`config.mk`:
```
export PLATFORM = sky130hd
export DESIGN_NAME = multicycle_controller_flat
export DESIGN_NICKNAME = d
export VERILOG_FILES = /design/src/rtl/multicycle_controller_pkg.sv /design/src/rtl/multicycle_controller_if.sv /design/src/rtl/multicycle_controller_mem_wait_timer.sv /design/src/rtl/multicycle_controller.sv /design/src/flat_wrapper.sv
export SDC_FILE = /design/constraint.sdc
export NUM_CORES = 1
export LEC_CHECK = 0
export ABC_AREA = 1
export BUFFER_PORTS_ARGS = -buffer_cell sky130_fd_sc_hd__clkbuf_2
export CAP_MARGIN = 20
export CORE_MARGIN = 5
export CORE_UTILIZATION = 50
export CTS_CLUSTER_SIZE = 14
export DETAILED_ROUTE_END_ITERATION = 10
export GPL_ROUTABILITY_DRIVEN = 1
export GPL_TIMING_DRIVEN = 0
export PLACE_DENSITY = 0.77
export SKIP_CTS_REPAIR_TIMING = 1
export SYNTH_ARGS = -nofsm -noshare
export SYNTH_HDL_FRONTEND = slang
export SYNTH_SLANG_ARGS = --single-unit
```
`constraint.sdc`:
```
create_clock -name clk -period 2 [get_ports clk]
set_input_delay 0.3 -clock clk [delete_from_list [all_inputs] [get_ports clk]]
set_output_delay 0.3 -clock clk [all_outputs]
set_load 0.02 [all_outputs]
```
`src/rtl/multicycle_controller_pkg.sv`:
```
// riscv_ctrl_pkg: opcodes, ALU/mux encodings and FSM states shared by the multicycle controller.
package riscv_ctrl_pkg;
  localparam logic [6:0] ALU_R     = 7'b0110011;
  localparam logic [6:0] ALU_I     = 7'b0010011;
  localparam logic [6:0] BRANCH_EQ = 7'b1100011;
  localparam logic [6:0] JUMP      = 7'b1101111;
  localparam logic [6:0] LOAD      = 7'b0000011;
  localparam logic [6:0] STORE     = 7'b0100011;
  localparam logic [1:0] ADD_OPCODE    = 2'b00;
  localparam logic [1:0] SUB_OPCODE    = 2'b01;
  localparam logic [1:0] R_TYPE_OPCODE = 2'b10;
  localparam logic [1:0] SRC_B_RS2  = 2'b00;
  localparam logic [1:0] SRC_B_FOUR = 2'b01;
  localparam logic [1:0] SRC_B_IMM  = 2'b10;
  localparam logic [1:0] CAUSE_NONE    = 2'b00;
  localparam logic [1:0] CAUSE_ILLEGAL = 2'b01;
  localparam logic [1:0] CAUSE_TIMEOUT = 2'b10;
  typedef enum logic [3:0] {
    S_IDLE, S_FETCH, S_DECODE, S_EXEC_R, S_EXEC_I, S_MEM_ADDR, S_MEM_RD,
    S_MEM_WR, S_WB_ALU, S_WB_MEM, S_BRANCH, S_JUMP, S_TRAP
  } state_t;
endpackage

```
`src/rtl/multicycle_controller_if.sv`:
```
// multicycle_controller_if: IR/flag inputs and datapath control outputs of the sequencer.
interface multicycle_controller_if #(parameter int CNT_W = 32);
  logic enable, zero, mem_ready;
  logic [6:0] opcode;
  logic mem_read, mem_write, i_or_d, ir_write, pc_write, pc_src, alu_src_a;
  logic [1:0] alu_src_b, alu_op;
  logic reg_write, mem_2_reg, instr_done, trap;
  logic [1:0] trap_cause;
  logic [CNT_W-1:0] retired;
  modport master (
    input enable, opcode, zero, mem_ready,
    output mem_read, mem_write, i_or_d, ir_write, pc_write, pc_src, alu_src_a,
    alu_src_b, alu_op, reg_write, mem_2_reg, instr_done, trap, trap_cause, retired
  );
  modport slave (
    output enable, opcode, zero, mem_ready,
    input mem_read, mem_write, i_or_d, ir_write, pc_write, pc_src, alu_src_a,
    alu_src_b, alu_op, reg_write, mem_2_reg, instr_done, trap, trap_cause, retired
  );
endinterface

```
`src/rtl/multicycle_controller_mem_wait_timer.sv`:
```
// mem_wait_timer: counts memory wait cycles; timeout once MEM_TIMEOUT waits have elapsed.
module mem_wait_timer #(parameter int MEM_TIMEOUT = 15) (
  input  logic clk,
  input  logic arst_n,
  input  logic wait_cyc,
  output logic timeout
);
  logic [7:0] cnt;
  assign timeout = cnt == 8'(MEM_TIMEOUT);
  // Any non-waiting cycle clears, so every memory state is entered with a zero count.
  always_ff @(posedge clk or negedge arst_n)
    if (!arst_n) cnt <= '0;
    else cnt <= (wait_cyc && !timeout) ? cnt + 8'd1 : '0;
endmodule

```
`src/rtl/multicycle_controller.sv`:
```
// multicycle_controller: FETCH/DECODE/EXECUTE/MEM/WB sequencer with memory timeout and illegal-opcode trap.
module multicycle_controller
  import riscv_ctrl_pkg::*;
#(
  parameter int MEM_TIMEOUT = 15,
  parameter int CNT_W = 32
) (
  input logic clk,
  input logic arst_n,
  multicycle_controller_if.master bus
);
  state_t st, ns, nxt;
  logic timeout, wait_cyc, trap_q;
  logic [1:0] cause_q;
  logic [CNT_W-1:0] ret_q;
  assign wait_cyc = (st == S_FETCH || st == S_MEM_RD || st == S_MEM_WR) && !bus.mem_ready;
  assign nxt = bus.enable ? S_FETCH : S_IDLE;
  assign bus.trap = trap_q;
  assign bus.trap_cause = cause_q;
  assign bus.retired = ret_q;
  mem_wait_timer #(.MEM_TIMEOUT(MEM_TIMEOUT)) u_timer (
    .clk(clk), .arst_n(arst_n), .wait_cyc(wait_cyc), .timeout(timeout)
  );
  always_ff @(posedge clk or negedge arst_n)
    if (!arst_n) begin
      st <= S_IDLE;
      trap_q <= 1'b0;
      cause_q <= CAUSE_NONE;
      ret_q <= '0;
    end else begin
      st <= ns;
      if (ns == S_TRAP && st != S_TRAP) begin
        trap_q <= 1'b1;
        cause_q <= st == S_DECODE ? CAUSE_ILLEGAL : CAUSE_TIMEOUT;
      end
      if (bus.instr_done) ret_q <= ret_q + 1'b1;
    end
  always_comb begin
    ns = st;
    case (st)
      S_IDLE:     ns = nxt;
      S_FETCH:    ns = bus.mem_ready ? S_DECODE : timeout ? S_TRAP : S_FETCH;
      S_DECODE:   ns = bus.opcode == ALU_R ? S_EXEC_R :
                       bus.opcode == ALU_I ? S_EXEC_I :
                       (bus.opcode == LOAD || bus.opcode == STORE) ? S_MEM_ADDR :
                       bus.opcode == BRANCH_EQ ? S_BRANCH :
                       bus.opcode == JUMP ? S_JUMP : S_TRAP;
      S_EXEC_R,
      S_EXEC_I:   ns = S_WB_ALU;
      S_MEM_ADDR: ns = bus.opcode == STORE ? S_MEM_WR : S_MEM_RD;
      S_MEM_RD:   ns = bus.mem_ready ? S_WB_MEM : timeout ? S_TRAP : S_MEM_RD;
      S_MEM_WR:   ns = bus.mem_ready ? nxt : timeout ? S_TRAP : S_MEM_WR;
      S_WB_ALU, S_WB_MEM, S_BRANCH, S_JUMP: ns = nxt;
      default:    ns = S_TRAP;
    endcase
  end
  always_comb begin
    bus.mem_read = 1'b0;
    bus.mem_write = 1'b0;
    bus.i_or_d = 1'b0;
    bus.ir_write = 1'b0;
    bus.pc_write = 1'b0;
    bus.pc_src = 1'b0;
    bus.alu_src_a = 1'b0;
    bus.alu_src_b = SRC_B_RS2;
    bus.alu_op = ADD_OPCODE;
    bus.reg_write = 1'b0;
    bus.mem_2_reg = 1'b0;
    bus.instr_done = 1'b0;
    case (st)
      S_FETCH: begin
        bus.mem_read = 1'b1;
        bus.alu_src_b = SRC_B_FOUR;
        bus.ir_write = bus.mem_ready;
        bus.pc_write = bus.mem_ready;
      end
      S_DECODE: bus.alu_src_b = SRC_B_IMM;
      S_EXEC_R: begin
        bus.alu_src_a = 1'b1;
        bus.alu_op = R_TYPE_OPCODE;
      end
      S_EXEC_I, S_MEM_ADDR: begin
        bus.alu_src_a = 1'b1;
        bus.alu_src_b = SRC_B_IMM;
      end
      S_MEM_RD: begin
        bus.mem_read = 1'b1;
        bus.i_or_d = 1'b1;
      end
      S_MEM_WR: begin
        bus.mem_write = 1'b1;
        bus.i_or_d = 1'b1;
        bus.instr_done = bus.mem_ready;
      end
      S_WB_ALU: begin
        bus.reg_write = 1'b1;
        bus.instr_done = 1'b1;
      end
      S_WB_MEM: begin
        bus.reg_write = 1'b1;
        bus.mem_2_reg = 1'b1;
        bus.instr_done = 1'b1;
      end
      S_BRANCH: begin
        bus.alu_src_a = 1'b1;
        bus.alu_op = SUB_OPCODE;
        bus.pc_src = 1'b1;
        bus.pc_write = bus.zero;
        bus.instr_done = 1'b1;
      end
      S_JUMP: begin
        bus.pc_write = 1'b1;
        bus.pc_src = 1'b1;
        bus.instr_done = 1'b1;
      end
      default: ;
    endcase
  end
endmodule

```
`src/flat_wrapper.sv`:
```
// flat-port wrapper written by rule: the top's interface ports become plain ports
module multicycle_controller_flat import riscv_ctrl_pkg::*;
#(
  parameter int MEM_TIMEOUT = 15,
  parameter int CNT_W = 32
)
  (clk, arst_n, bus_enable, bus_opcode, bus_zero, bus_mem_ready, bus_mem_read, bus_mem_write, bus_i_or_d, bus_ir_write, bus_pc_write, bus_pc_src, bus_alu_src_a, bus_alu_src_b, bus_alu_op, bus_reg_write, bus_mem_2_reg, bus_instr_done, bus_trap, bus_trap_cause, bus_retired);
  multicycle_controller_if #(.CNT_W(CNT_W)) bus_i ();
  input logic clk;
  input logic arst_n;
  input wire logic [$bits(bus_i.enable)-1:0] bus_enable;
  input wire logic [$bits(bus_i.opcode)-1:0] bus_opcode;
  input wire logic [$bits(bus_i.zero)-1:0] bus_zero;
  input wire logic [$bits(bus_i.mem_ready)-1:0] bus_mem_ready;
  output wire logic [$bits(bus_i.mem_read)-1:0] bus_mem_read;
  output wire logic [$bits(bus_i.mem_write)-1:0] bus_mem_write;
  output wire logic [$bits(bus_i.i_or_d)-1:0] bus_i_or_d;
  output wire logic [$bits(bus_i.ir_write)-1:0] bus_ir_write;
  output wire logic [$bits(bus_i.pc_write)-1:0] bus_pc_write;
  output wire logic [$bits(bus_i.pc_src)-1:0] bus_pc_src;
  output wire logic [$bits(bus_i.alu_src_a)-1:0] bus_alu_src_a;
  output wire logic [$bits(bus_i.alu_src_b)-1:0] bus_alu_src_b;
  output wire logic [$bits(bus_i.alu_op)-1:0] bus_alu_op;
  output wire logic [$bits(bus_i.reg_write)-1:0] bus_reg_write;
  output wire logic [$bits(bus_i.mem_2_reg)-1:0] bus_mem_2_reg;
  output wire logic [$bits(bus_i.instr_done)-1:0] bus_instr_done;
  output wire logic [$bits(bus_i.trap)-1:0] bus_trap;
  output wire logic [$bits(bus_i.trap_cause)-1:0] bus_trap_cause;
  output wire logic [$bits(bus_i.retired)-1:0] bus_retired;
  assign bus_i.enable = bus_enable;
  assign bus_i.opcode = bus_opcode;
  assign bus_i.zero = bus_zero;
  assign bus_i.mem_ready = bus_mem_ready;
  assign bus_mem_read = bus_i.mem_read;
  assign bus_mem_write = bus_i.mem_write;
  assign bus_i_or_d = bus_i.i_or_d;
  assign bus_ir_write = bus_i.ir_write;
  assign bus_pc_write = bus_i.pc_write;
  assign bus_pc_src = bus_i.pc_src;
  assign bus_alu_src_a = bus_i.alu_src_a;
  assign bus_alu_src_b = bus_i.alu_src_b;
  assign bus_alu_op = bus_i.alu_op;
  assign bus_reg_write = bus_i.reg_write;
  assign bus_mem_2_reg = bus_i.mem_2_reg;
  assign bus_instr_done = bus_i.instr_done;
  assign bus_trap = bus_i.trap;
  assign bus_trap_cause = bus_i.trap_cause;
  assign bus_retired = bus_i.retired;
  multicycle_controller #(.MEM_TIMEOUT(MEM_TIMEOUT), .CNT_W(CNT_W)) u_core (.clk(clk), .arst_n(arst_n), .bus(bus_i));
endmodule
```
== Yosys cells after proc, flatten, opt, wreduce, memory -nomap -nowiden ==
Cells that the tools add are included.

* Bits in writable memories: 0
* Logic and storage cells: 73
* ROM bits: 0
* Output and inout port bits: 49
* Memories: 0
* Bits of input ports: 12
* Bits in latches: 0
* Flip-flop bits (word level): 47

* Divide/modulo/power cells: 0
* $mul: 0
* Reductions and logical operators: 18
* Equal/unequal tests: 20
* $add $sub $neg: 2
* Bitwise gates (word level): 0
* $lt $le $gt $ge: 0
* Multiplexer cells: 28
* Shift operators: 0

{| class="wikitable"
|+ Operator list
! kind !! count
|-
| 2-to-1 mux 4 bit || 10
|-
| adder 32 x 1 -> 32 bit (second input constant) || 1
|-
| case mux 4 bit (7 select lines) || 1
|-
| equality test 4 bit (second input constant) || 5
|-
| equality test 4 x 3 -> 1 bit (second input constant) || 4
|-
| equality test 7 x 6 -> 1 bit (second input constant) || 2
|-
| equality test 7 bit (second input constant) || 2
|-
| 2-to-1 mux 1 bit || 10
|-
| OR reduction 2 bit || 5
|-
| adder 8 x 1 -> 8 bit (second input constant) || 1
|-
| equality test 4 x 2 -> 1 bit (second input constant) || 2
|-
| equality test 8 x 4 -> 1 bit (second input constant) || 1
|-
| 2-to-1 mux 8 bit || 1
|-
| case mux 2 bit (2 select lines) || 2
|-
| OR reduction 4 bit || 2
|-
| equality test 7 x 2 -> 1 bit (second input constant) || 1
|-
| equality test 7 x 5 -> 1 bit (second input constant) || 1
|-
| OR reduction 5 bit || 1
|-
| equality test 4 x 1 -> 1 bit (second input constant) || 1
|-
| zero test 4 bit || 1
|-
| inequality test 4 bit (second input constant) || 1
|-
| logical AND 1 bit || 3
|-
| logical OR 1 bit || 3
|-
| 2-to-1 mux 3 bit || 1
|-
| other kinds (5) || 6
|}

== Longest topological paths before layout ==
* Depth after elaboration: 9
* Depth in mapped cells: 12
* Mapped depth without buffers: 12

== By module ==
From an unflattened synthesis, not the netlist that was laid out.

* Cell total of the unflattened synthesis: 456
* Area, all modules: 3054.2 µm²

{| class="wikitable"
|+ By module, submodules not included
! module !! cells each !! area each (µm²) !! sequential area each (µm²) !! times used
|-
| multicycle_controller || 405 || 2642.5 || 975.9 || 1
|-
| mem_wait_timer || 51 || 411.6 || 200.2 || 1
|}

== Worst setup path after synthesis ==
No wires, ideal clock.

* Path kind: reg-to-reg
* Start: reg u_core.ret_q[0], in the netlist u_core.bus.retired[0]
* End: reg u_core.ret_q[24], in the netlist u_core.bus.retired[24]
* Slack: 302 ps
* Period minus slack after synthesis: 1698 ps
* Cell stages (with the launch flop): 9
* Arrival time: 1581 ps
* Required time: 1883 ps
* Setup time: 117 ps
* Path buffers: 0
* Path through: dfrtp_1 ha_1 inv_1 nor3_1 nand4_4 nor2_4 nand2_1 nand2_1 nand2_1

* Cells in the longest elaborated chain, start to end: 1

{| class="wikitable"
|+ Ends and longest elaborated chain
! element !! line !! text
|-
| start: declaration || multicycle_controller.sv:15 || <nowiki>logic [CNT_W-1:0] ret_q;</nowiki>
|-
| start signal: assignment || multicycle_controller.sv:36 || <nowiki>if (bus.instr_done) ret_q <= ret_q + 1'b1;</nowiki>
|-
| adder 32 x 1 -> 32 bit || multicycle_controller.sv:36 ||
|}

No other way between the ends.
A chain may end at the register's enable or synchronous reset.

== Worst setup path in the final report ==
* Start: reg u_core.st[2]
* End: out bus_instr_done

* Cells in the longest elaborated chain, start to end: 3
* Elaborated cells on any way between the ends: 7
* Classes of those cells: eq/ne (5); mux (1); reduce/logical (1)

{| class="wikitable"
|+ Ends and longest elaborated chain
! element !! line !! text
|-
| start: declaration || multicycle_controller.sv:12 || <nowiki>state_t st, ns, nxt;</nowiki>
|-
| start signal: assignment || multicycle_controller.sv:31 || <nowiki>st <= ns;</nowiki>
|-
| equality test 4 bit || multicycle_controller.sv:70 || <nowiki>case (st)</nowiki>
|-
| OR reduction 4 bit (no source line) || n/a ||
|-
| case mux 1 bit (2 select lines) (*) || multicycle_controller.sv:70 ||
|-
| end: declaration || flat_wrapper.sv:26 || <nowiki>output wire logic [$bits(bus_i.instr_done)-1:0] bus_instr_done;</nowiki>
|}

Every way passes the cells marked *; elsewhere a longest branch is shown, timed or not.

==> impl_metrics.tcl <==
set metrics [dict create \
    via_per_inst 5.06 \
    slowest_delay_ns 0.47 \
    start_util_pct 51.7 \
    r2r_end "u_core.bus.retired[24]" \
    synth_edf_count 0 \
    synth_area_leaders "dfrtp_1, nand2_1, nor2_1, inv_1, nand3_1" \
    io_buffers 60 \
    critical-path-slowest-cell "dfrtp_1" \
    drtIter0Drc 153 \
    num-nets-final 547 \
    cts_inserted_buffers 5 \
    maxSlewHeadroom_pct 60.3 \
    async_flop_share_pct 100 \
    drc_errors 0 \
    layout_commonest_cell "nand2_1" \
    path_clk_slew_ns 0.08 \
    worstHoldStart "bus_mem_ready" \
    critPathArrivalTime_ns 1.58 \
    die_y_um 88.5 \
    grt_first_pass_wirelength_um 13600 \
    min_period_ns 1.88 \
    hp-class "in -> reg" \
    antenna_found_initial 0 \
    grt_max_degree 32 \
    post_drt_wl_per_cell_um 12.9 \
    grt_overflow 0 \
    syn_inst 464 \
    num_rows 28 \
    dp_hpwl_um 6320 \
    r2r_slack_ns 0.20 \
    synth_top_cell_by_area "dfrtp_1" \
    routabilityCongestion 0.938 \
    htreeDepth 2 \
    syn_nets 478 \
    worstMarginPinSlew_ns 0.591 \
    finalCritPeriodShare_pct 94.0 \
    clk_latency_ns 0.30 \
    num_io_pins 61 \
    startpoint_type "flop" \
    syn_avg_cell_area_um2 6.64 \
    coreArea_um2 5960 \
    status "finished, final reports clean" \
    worstSetupPathType "reg -> out" \
    fin_skew_ns 0.00421 \
    max_freq_mhz 532 \
    fill_cells 598 \
    cts-root-buf "clkbuf_8" \
    power_leakage_uw 0.00183 \
    n_antenna_cell 0 \
    worst-r2r-cell-count 8 \
    setup_violations 0 \
    die-area_um2 7830 \
    wirelength_um 7830 \
    finalHoldViolCount 0 \
    netlist.area_leader.share_pct 38.2 \
    multiInputGateArea_um2 1660 \
    grt_use_total_pct 21.8 \
    final_layout_size_suffix_gt1_share_pct 17.8 \
    yosys_warnings 0 \
    reg2reg_from "u_core.bus.retired[0]" \
    synth_ff_type "dfrtp_1" \
    final_max_slew_viol_count 0 \
    clockBufferDepth 2 \
    worstPathMaxFanout 10 \
    ys_seq_area_share_pct 38.2 \
    cts_tree "yes" \
    vias 3081 \
    areaGrowthSynthToFinish_pct 18.1 \
    powerDensity_nw_per_um2 982 \
    grt_pass1_vias 3047 \
    die_x_um 88.5 \
    end_kind "output pin" \
    synth_area_um2 3080 \
    antenna_left 0 \
    worstHoldPathCells 3 \
    fin_util_pct 61.1 \
    ir_drop_mv 0.859 \
    setup-tns-final_ns 0 \
    cts_sinks 47 \
    synth_cell_type_count 28 \
    drv_cap 0 \
    register_area_um2 1180 \
    drtPass1Iterations 5 \
    cp.required_ns 1.70 \
    cp_cell_sequence "nand2_1 -> nor2_4 -> nand2_2 -> nand2_4 -> buf_6 -> clkbuf_2" \
    final_cell_mix "nand2_1, nor2_1, clkbuf_2" \
    hold_end "u_core.st[0]" \
    ys_seq_elements 47 \
]
critical path, delay by kind of cell, from the launching register on:
family	cells	cell delay, ns
and+or+nand+nor	4	0.45
DFF	1	0.47
buffers and inverters	2	0.35
sequential cells by signal (all words and copies together), names as in the netlist:
| register | count |
|---|---|
| u_core.bus.retired | 32 |
| u_core.u_timer.cnt | 8 |
| u_core.bus.trap_cause | 2 |
| u_core.st | 4 |
| u_core.bus.trap | 1 |
through the flow:
step	instances	instance area [um^2]	power [uW]	hold slack (ns)	setup WS (ns)
6_report	609	3640	3570	0.437	0.120
5_1_grt	609	3640	3830	0.488	-0.00810
3_5_place_dp	600	3490	2840	0.269	0.0770
3_3_place_gp	599	3470	2800	0.462	0.134
2_1_floorplan	464	3080	2340	0.00441	0.302
4_1_cts	608	3610	3570	-0.0543	-0.0490
layer usage:
metal  GRT usage (%)  share of wire [%]
met5               0                  0
met4            6.04                1.1
met3            2.70                4.7
met2            37.0                 47
met1            29.5                 47
cell usage after synthesis (2+ instances only):
master and n:
o21ai_0 13, nand3_1 28, nand4_1 5, nor2_1 73, nor3b_1 2, buf_2 3
xor2_1 13, nor3_1 21, o21ai_1 8, ha_1 2, inv_2 5, o2111ai_1 2
nand3b_1 2, nand2_1 165, nor3_2 3, nor2_4 5, inv_1 53, dfrtp_1 47
xnor2_1 4, a21oi_1 2
where the power goes:
part	internal, uW	switching, uW	total, uW
sequential	1100	180	1280
clock	405	321	726
combinational	448	1120	1570
total	1950	1620	3570
kinds of logic (layout without fill, tap and decap cells):
kind of cell	count (synthesis)	count (layout)	synth area share, %
compound gates	25	25	4.31
xor+xnor	17	17	4.84
fa+ha+maj	2	2	0.813
buf+inv	63	133	8.09
flops	47	47	38.2
simple gates	310	310	43.8
layout make-up:
cell class | count | area share [%]
flip-flops and latches | 47 | 32.4
plain buffers | 5 | 1.03
repair buffers | 62 | 9.08
clock buffers | 6 | 2.27
well taps | 75 | 2.58
inverters | 58 | 5.99
clock inverters | 2 | 0.963
multi-input cells | 354 | 45.6
how the worst max path moves through the flow:
stage                                   to  depth (start not counted)  slack, ns                  start
finish                      bus_instr_done                          6       0.12           u_core.st[2]
global route        u_core.bus.retired[28]                         10     -0.008  u_core.bus.retired[0]
CTS                         bus_instr_done                          6      -0.05           u_core.st[0]
detailed placement  u_core.bus.retired[28]                         10       0.08  u_core.bus.retired[0]
global placement    u_core.bus.retired[28]                         10       0.13  u_core.bus.retired[0]
floorplan           u_core.bus.retired[24]                          8       0.30  u_core.bus.retired[0]
No activity file was read; power rests on OpenSTA's default activity.
